$ cat config.mk
export PLATFORM = sky130hd
export DESIGN_NAME = select_demux_bank
export DESIGN_NICKNAME = d
export VERILOG_FILES = /design/src/rtl/select_pkg.sv /design/src/rtl/select_lane_reg.sv /design/src/rtl/select_demux_bank.sv
export SDC_FILE = /design/constraint.sdc
export NUM_CORES = 1
export LEC_CHECK = 0
export CAP_MARGIN = 20
export CORE_UTILIZATION = 50
export DETAILED_ROUTE_END_ITERATION = 6
export GPL_ROUTABILITY_DRIVEN = 0
export PLACE_DENSITY = 0.81
export SYNTH_ARGS = -nofsm -noshare
export SYNTH_HDL_FRONTEND = slang
export SYNTH_SLANG_ARGS = --single-unit
$ cat constraint.sdc
create_clock -name clk -period 5.67 [get_ports clk]
set_input_delay 1.134 -clock clk [delete_from_list [all_inputs] [get_ports clk]]
set_output_delay 1.134 -clock clk [all_outputs]
set_load 0.05 [all_outputs]
$ cat src/rtl/select_pkg.sv
// Shared types and default sizes for the registered select/demux lane bank.
package select_pkg;

  typedef enum logic {
    IDLE  = 1'b0,
    CLEAR = 1'b1
  } sel_state_e;

  localparam int SEL_DATA_W_DEFAULT   = 2;
  localparam int SEL_CHANNELS_DEFAULT = 16;

endpackage

$ cat src/rtl/select_lane_reg.sv
// One stored lane: async active-low reset, load enable and synchronous clear.
module select_lane_reg #(
  parameter int DATA_W = 2
) (
  input  logic              clk,
  input  logic              resetn,
  input  logic              load,
  input  logic              clear,
  input  logic [DATA_W-1:0] d,
  output logic [DATA_W-1:0] q
);

  // NOTE: every lane is a reset flop because the bus feeds consumers directly;
  // clear takes priority so a sweep can never be undone by a stray load.
  always_ff @(posedge clk or negedge resetn) begin
    if (!resetn)     q <= '0;
    else if (clear)  q <= '0;
    else if (load)   q <= d;
  end

endmodule

$ cat src/rtl/select_demux_bank.sv
// Registered 1-to-CHANNELS write demux with clear sweep and readback.
// Optional SELECT_WRITE_ONCE_EN: occupied (nonzero) lanes reject further writes.
module select_demux_bank
  import select_pkg::*;
#(
  parameter  int DATA_W   = SEL_DATA_W_DEFAULT,
  parameter  int CHANNELS = SEL_CHANNELS_DEFAULT,
  localparam int SEL_W    = $clog2(CHANNELS)
) (
  input  logic                       clk,
  input  logic                       resetn,
  input  logic                       wr_valid,
  output logic                       wr_ready,
  input  logic [SEL_W-1:0]           wr_sel,
  input  logic [DATA_W-1:0]          wr_data,
  output logic                       wr_ack,
  output logic                       wr_rej,
  input  logic                       clr_req,
  output logic                       busy,
  output logic                       clr_done,
  input  logic [SEL_W-1:0]           rd_sel,
  output logic [DATA_W-1:0]          rd_data,
  output logic [CHANNELS*DATA_W-1:0] out
);

  sel_state_e          state, state_next;
  logic [SEL_W-1:0]    clr_idx;
  logic [DATA_W-1:0]   lane_q [CHANNELS];
  logic [CHANNELS-1:0] lane_load, lane_clear;
  logic                accept, in_range, occupied, store, last_lane;
  logic                ack_d, rej_d, done_d;

  assign in_range  = int'(wr_sel) < CHANNELS;
  assign last_lane = (clr_idx == SEL_W'(CHANNELS - 1));

  // NOTE: sequential state uses non-blocking assignments so every flop samples
  // pre-edge values regardless of process ordering.
  always_ff @(posedge clk or negedge resetn) begin
    if (!resetn) state <= IDLE;
    else         state <= state_next;
  end

  always_comb begin
    state_next = state;
    case (state)
      IDLE:    if (clr_req)   state_next = CLEAR;
      CLEAR:   if (last_lane) state_next = IDLE;
      default: state_next = IDLE;
    endcase
  end

  // NOTE: each signal gets a default before any branch so no latch is inferred.
  always_comb begin
    wr_ready = (state == IDLE) && !clr_req;
    accept   = wr_valid && wr_ready;
    occupied = 1'b0;
    for (int i = 0; i < CHANNELS; i++)
      if (wr_sel == SEL_W'(i)) occupied = |lane_q[i];
`ifdef SELECT_WRITE_ONCE_EN
    store = accept && in_range && !occupied;
`else
    store = accept && in_range;
`endif
    ack_d  = store;
    rej_d  = accept && !store;
    done_d = (state == CLEAR) && last_lane;
    for (int i = 0; i < CHANNELS; i++) begin
      lane_load[i]  = store && (wr_sel == SEL_W'(i));
      lane_clear[i] = (state == CLEAR) && (clr_idx == SEL_W'(i));
    end
  end

  always_ff @(posedge clk or negedge resetn) begin
    if (!resetn) begin
      clr_idx  <= '0;
      busy     <= 1'b0;
      wr_ack   <= 1'b0;
      wr_rej   <= 1'b0;
      clr_done <= 1'b0;
    end else begin
      if (state == CLEAR && !last_lane) clr_idx <= clr_idx + SEL_W'(1);
      else                              clr_idx <= '0;
      busy     <= (state_next == CLEAR);
      wr_ack   <= ack_d;
      wr_rej   <= rej_d;
      clr_done <= done_d;
    end
  end

  for (genvar i = 0; i < CHANNELS; i++) begin : g_lane
    select_lane_reg #(.DATA_W(DATA_W)) u_lane (
      .clk    (clk),
      .resetn (resetn),
      .load   (lane_load[i]),
      .clear  (lane_clear[i]),
      .d      (wr_data),
      .q      (lane_q[i])
    );
    assign out[i*DATA_W +: DATA_W] = lane_q[i];
  end

  // Out-of-range selects (non power-of-two CHANNELS) read back as zero.
  always_comb begin
    rd_data = '0;
    for (int i = 0; i < CHANNELS; i++)
      if (rd_sel == SEL_W'(i)) rd_data = lane_q[i];
  end

endmodule

==> metrics.md <==
| Metric | Value |
|---|---|
| Critical path class | `in2out` |
| CTS root buffer | `clkbuf_8` |
| Combinational Power Share | `between 30 and 40%` |
| Max-slew headroom | `a little over two fifths` |
| Routed len/inst | `~18 um` |
| DRC | `0` |
| Switch Pwr | `around 0.36 mW` |
| Largest net degree at the start of global routing | `40` |
| Setup repair after global routing missed its margin | `false` |
| Sequential fraction of design power | `around two fifths` |
| Most used cell, CP | `clkdlybuf4s50_1` |
| Maxcap violations | `0` |
| F_max | `roughly 200 MHz` |
| Post-route clock period utilization | `88.5%` |
| 1st-iter DRT viols | `~180` |
| Clk sinks | `39` |
| CTS tree | `yes` |
| Gr usage total | `a little over a quarter` |
| Final core occ | `about two thirds` |
| Worst ir drop on vdd | `roughly 0.22 mV` |
| Highest-delay cell along the critical path | `clkdlybuf4s50_1` |
| First-pass GRT wire length | `9.83 mm` |
| Post-route design area | `around 2900 um^2` |
| Clock share of power | `around 23%` |
| Sw Ratio | `40.3%` |
| Synth Instances | `~230` |
| Vias in the first global route | `between 1500 and 2000` |
| Worst-case clock skew | `0.00373 ns` |
| HP Class | `reg2reg` |
| Sequential fraction of the synthesis area | `between 40% and 50%` |
| Die Wd | `69.3 um` |
| Worst Path Buf+Inv | `2` |
| Crit path required time | `around 4.5 ns` |
| WP data arrival | `a little under 4 ns` |
| Routed vias | `between 1500 and 2000` |
| Crit-path cells | `clkdlybuf4s50_1, mux4_2, nor2b_1, o32ai_1, a21boi_1, o22ai_1, clkdlybuf4s50_1` |
| Most frequent cells in the layout | `clkdlybuf4s50_1 (50), dfrtp_1 (39), mux2i_1 (25)` |
| Yosys cell types | `41` |
| CP delay by family, top | `buffers and inverters` |
| Port Buffers | `between 50 and 60` |
| # IOs | `53` |
| Critical path endpoint category | `output port` |
| Total power divided by cell area | `315 nW/um^2` |
| Hold Buf Count CTS | `0` |
| Avg Cell Area, Syn | `9.73 um^2` |
| Total negative slack | `0 ns` |
| Min cycle time layout | `around 5.0 ns` |
| Startpoint Class | `input port` |
| Initial antenna violation count | `0` |
| P&R area growth vs syn | `25.8%` |
| Starting Density | `a little over half` |
| Outcome | `finished clean` |
| Area of the die | `~4800 um^2` |
| # Post-CTS Setup Buffers | `0` |
| Synth Warn # | `0` |
| Clock Latency Late Sink | `0.29 ns` |
| Proportion of layout cells with a drive suffix above 1 | `7.33%` |
| H-tree depth reported by CTS | `2` |
| Cts repair resizes | `0` |
| NumNets Final | `between 200 and 300` |
| DP Wirelength | `4.16 mm` |
| Delay of the slowest cell on the worst path | `approximately 0.87 ns` |
| DIE HEIGHT | `69.3 um` |
| Syn nets | `251` |
| Antenna-violating nets left | `0` |
| Leakage power total | `1.22 nW` |
| GRT overflow | `0` |
| Final hold viol count | `0` |
| Clock Path Buffers | `2` |
| Vias per cell | `about 6` |
| Tightest Pin Transition | `~0.87 ns` |
| Core area | `~4400 um^2` |
| Clk slew on worst S/H paths | `approximately 0.070 ns` |
| Int Pwr | `0.536 mW` |
| CP max FO | `17` |
| Tot Pwr | `0.899 mW` |
| WL final | `between 5 and 6 mm` |
| Placement row count | `24` |
| Max-slew violation count | `0` |
| Placed cell area | `2750 um^2` |
| Setup violation total in the final timing report | `0` |
| Commonest non-fill, non-tap cell in the layout | `clkdlybuf4s50_1` |
| CTS buffer count | `5` |
| First drt pass iteration count | `4` |
| Synth Cell Area | `2270 um^2` |
| Synthesized flop and latch total | `39` |
| # diodes | `0` |
-- stage by stage --
stage	instances	hold slack (ns)	setup WS (ns)
global route	325	0.597	0.436
floorplan	233	0.621	1.63
finish	325	0.566	0.655
detailed placement	317	0.561	0.649
CTS	325	0.569	0.634
global placement	317	0.534	0.661
-- layer usage --
metal / GRT usage, % / share of wire, % / up-vias
met5: 0 / 0 / -
met1: 35.3 / 43 / 954
li1: - / - / 899
met4: 9.30 / 1.7 / 0
met2: 41.4 / 49 / 85
met3: 5.67 / 5.8 / 10
-- power by group through the flow --
stage	clock network (mW)	logic, mW	registers (mW)
5_1_grt	0.219	0.347	0.377
3_5_place_dp	0	0.321	0.374
4_1_cts	0.208	0.322	0.369
6_report	0.204	0.324	0.370
3_3_place_gp	0	0.315	0.371
2_1_floorplan	0	0.189	0.400
-- final cells by class --
type,count,area (um^2)
Fill cell,377,1500
Tap cell,52,65.1
Clock buffer,8,100
Multi-Input combinational cell,169,1180
Sequential cell,39,976
Inverter,6,22.5
Timing Repair Buffer,51,505
-- registers in the layout, summed over array words and instances (netlist names) --
name / count
wr_ack: 1
clr_done: 1
g_lane.u_lane.q: 32
clr_idx: 4
busy: 1
-- synthesized netlist by cell type --
| master | number | share of area (%) |
|---|---|---|
| buf_6 | 1 | 0.50 |
| nor3b_2 | 1 | 0.55 |
| a211oi_1 | 1 | 0.33 |
| ha_1 | 4 | 2.2 |
| nor2_1 | 22 | 3.6 |
| o21a_1 | 3 | 0.99 |
| nand2b_1 | 8 | 2.2 |
| mux2_1 | 2 | 0.99 |
| a2bb2oi_1 | 1 | 0.39 |
| nand2_1 | 20 | 3.3 |
| and3_1 | 3 | 0.83 |
| nor3_2 | 1 | 0.44 |
| and2_1 | 3 | 0.83 |
| a22oi_1 | 1 | 0.33 |
| mux4_2 | 5 | 5.0 |
| nor3_4 | 1 | 0.72 |
| inv_2 | 1 | 0.17 |
| nand4b_1 | 1 | 0.39 |
| inv_1 | 5 | 0.83 |
| buf_4 | 1 | 0.33 |
| or3b_4 | 1 | 0.50 |
| dfrtp_1 | 39 | 43 |
| a21oi_1 | 12 | 2.6 |
| a31oi_1 | 17 | 4.7 |
| nor2_4 | 2 | 0.99 |
| nand4_1 | 1 | 0.28 |
| buf_2 | 2 | 0.44 |
| conb_1 | 1 | 0.17 |
| nor2b_1 | 8 | 2.2 |
| o21ai_0 | 10 | 2.2 |
| o311a_1 | 1 | 0.44 |
| o22ai_1 | 1 | 0.28 |
| or3_1 | 1 | 0.28 |
| nand3_1 | 7 | 1.5 |
| a21boi_1 | 1 | 0.33 |
| clkbuf_1 | 15 | 2.5 |
| o32ai_1 | 1 | 0.39 |
| xor2_1 | 1 | 0.39 |
| a221oi_1 | 1 | 0.39 |
| nand3b_1 | 1 | 0.33 |
| mux2i_1 | 25 | 11 |
-- path summary, 6_finish.rpt --
| kind | to | depth (start not counted) | slack (ns) | from |
|---|---|---|---|---|
| max in group asynchronous | g_lane[5].u_lane.q[1] | 1 | 4.18 | resetn |
| hold reg to reg | g_lane[10].u_lane.q[1] | 2 | 0.57 | g_lane[10].u_lane.q[1] |
| setup reg to reg | g_lane[14].u_lane.q[0] | 5 | 3.28 | busy |
| min in group asynchronous | busy | 1 | 0.95 | resetn |
| setup / recovery | rd_data[1] | 7 | 0.65 | rd_sel[0] |
| hold / removal | g_lane[10].u_lane.q[1] | 2 | 0.57 | g_lane[10].u_lane.q[1] |
-- worst reg2reg max path, stage by stage (launching register included) --
cell	delay [ns]
dfrtp_1	0.63
or3b_4	0.52
nor3b_2	0.46
nand3_1	0.21
mux2_1	0.36
o21a_1	0.11
-- kinds of logic (layout without fill, tap and decap cells) --
family	Yosys count	after routing	synth area share [%]
other	1	1	0.165
and+or+nand+nor	81	81	19.0
DFF	39	39	43.0
muxes	32	32	17.0
xor gates and xnor gates	1	1	0.386
buffers and inverters	25	65	4.75
AOI/OAI and AO/OA	50	50	13.4
adders and majority gates	4	4	2.21
Note: power is estimated with default switching activity, not from simulation.
==> patch, RTL diff (config.mk and constraints unchanged) <==
`SEL_DATA_W_DEFAULT`: 2 -> 4.
--- a/src/rtl/select_pkg.sv
+++ b/src/rtl/select_pkg.sv
@@ -8,3 +8,3 @@
 
-  localparam int SEL_DATA_W_DEFAULT   = 2;
+  localparam int SEL_DATA_W_DEFAULT   = 4;
   localparam int SEL_CHANNELS_DEFAULT = 16;
Ports: changed (resized out, rd_data and wr_data); port bits go from 53 to 89. No check against the original RTL was run, so the function may have changed too.
==> patch against the original RTL <==
Final cell count rose by 75%; final area up 71%; total power increased by 130%; combinational power grew to 2.9 times the old value; area after synthesis up 68%; routed wire length rose by 82%; sequential cell count up 32; worst setup slack got worse by 0.029 ns; global-route usage increased by 3.2 points; non-clock buffer count grew 40.
==> patch: results (changes against the original RTL) <==
stage,metric,value,unit,change
run_status,outcome,"complete, no violations",,
layout,Inverters excl. clock,7,,+1
global_route,vias in the first global route,3232,,+68%
layout,synthesis-to-finish area growth,28.24,%,
sta,Tcrit/Tclk final,88.96,%,+0.51 points
layout,Multi-In Gates,286,,+69%
setup_path,Worst R2R End,g_lane[5].u_lane.q[2],,
layout,fillcell total,614,,+63%
placed_design,dpl ws,0.6513,ns,+0.001953 ns
pwr,LEAKAGE,2.304,nW,+89%
synth,Unique masters post-synth,46,,+12%
placed_design,HPWL Detailed,7814,microns,+88%
synth,ranking of synthesized cells by area,"dfrtp_1, mux2i_1, nand2_1",,
global_route,largest net degree at the start of global routing,72,,+80%
global_route,GRT Overall Usage,29.33,%,+3.2 points
route,metal3 WL,795,microns,+130%
route,Initial DRT Pass Iterations,5,,+1
clock_network,worst skew pair latency,0.36,ns,+0.07 ns
layout,final-layout clock-cell area share,3.409,%,-0.099 points
layout,layout cells sized above 1,8.068,%,+0.74 points
synth,syn_nets,405,,+61%
setup_path,reg2reg setup slack,3.68,ns,+0.40 ns
layout,register area,1777,sq um,+82%
clock_network,H-tree depth,3,,+1
synth,Adder-Cell Fraction of Synth Area,1.315,%,-0.89 points
clock_network,total CTS buffers,9,,+4
placed_design,PortBufs,87,,+71%
worst_hold_path,worst hold endpoint,g_lane[6].u_lane.q[0],,
placed_design,dpl cells,554,,+75%
route,Met1 Routed Length,4473,microns,+74%
global_route,global-route track usage on met1,38.57,%,+3.3 points
layout,buffer share of cell area,18.30,%,+0.58 points
setup_path,worst-path fanout max,14,,-3
synth,mux contribution to synthesized area,18.41,%,+1.4 points
layout,Signal buffers,91,,+78%
floorplanning,Die Wd,89.25,microns,+29%
sta,final setup vio count,0,,unchanged
route,Initial DRC Count,209,,+14%
route,vias per cell,5.854,,-2.3%
layout,biggest regs,"g_lane.u_lane.q x64, clr_idx x4",,
global_route,first-pass GRT wire length,17100,microns,+74%
route,WL met2,5331,microns,+83%
synth,Post-synth top cells,"dfrtp_1, nand2_1, nor2_1",,
setup_path,Reg2Reg Depth,4,,-1
synth,post-synthesis compound-gate area fraction,7.068,%,-6.3 points
clock_network,total clock sinks,71,,+82%
route,final wirelength,10810,microns,+82%
worst_hold_path,Hold Crit Start,g_lane[6].u_lane.q[0],,
sta,final hold slack,0.5629,ns,-0.003382 ns
placed_design,"Cell Area, Placed",4715,sq um,+71%
synth,Synth Area in XOR/XNOR,0.2301,%,-0.16 points
[patch: cell count changes after synthesis, moves of 11 or more]
cell,before,now
a31oi_1,17,0
dfrtp_1,39,71
mux2i_1,25,52
nand2_1,20,54
nand3_1,7,18
nor2_1,22,53
o21ai_0,10,32
[patch: how the worst max path moves through the flow]
| stage | cells after the start | to | startpoint |
|---|---|---|---|
| after floorplan | 6 | rd_data[3] | rd_sel[0] |
| after global placement | 6 | rd_data[1] | rd_sel[0] |
| after detailed placement | 6 | rd_data[1] | rd_sel[0] |
| after CTS | 6 | rd_data[1] | rd_sel[0] |
| after global routing | 6 | rd_data[1] | rd_sel[0] |
| final | 6 | rd_data[1] | rd_sel[0] |
[patch: power by group]
group,switching (mW),internal [mW]
sequential,0.143,0.617
combinational,0.621,0.312
clock,0.198,0.159
[patch: worst max-delay path, stage by stage]
cell and delay [ns]:
clkdlybuf4s50_1 0.94, buf_4 0.31, mux4_2 0.55, o22ai_1 0.19
nor3_1 0.07, clkdlybuf4s50_1 0.71
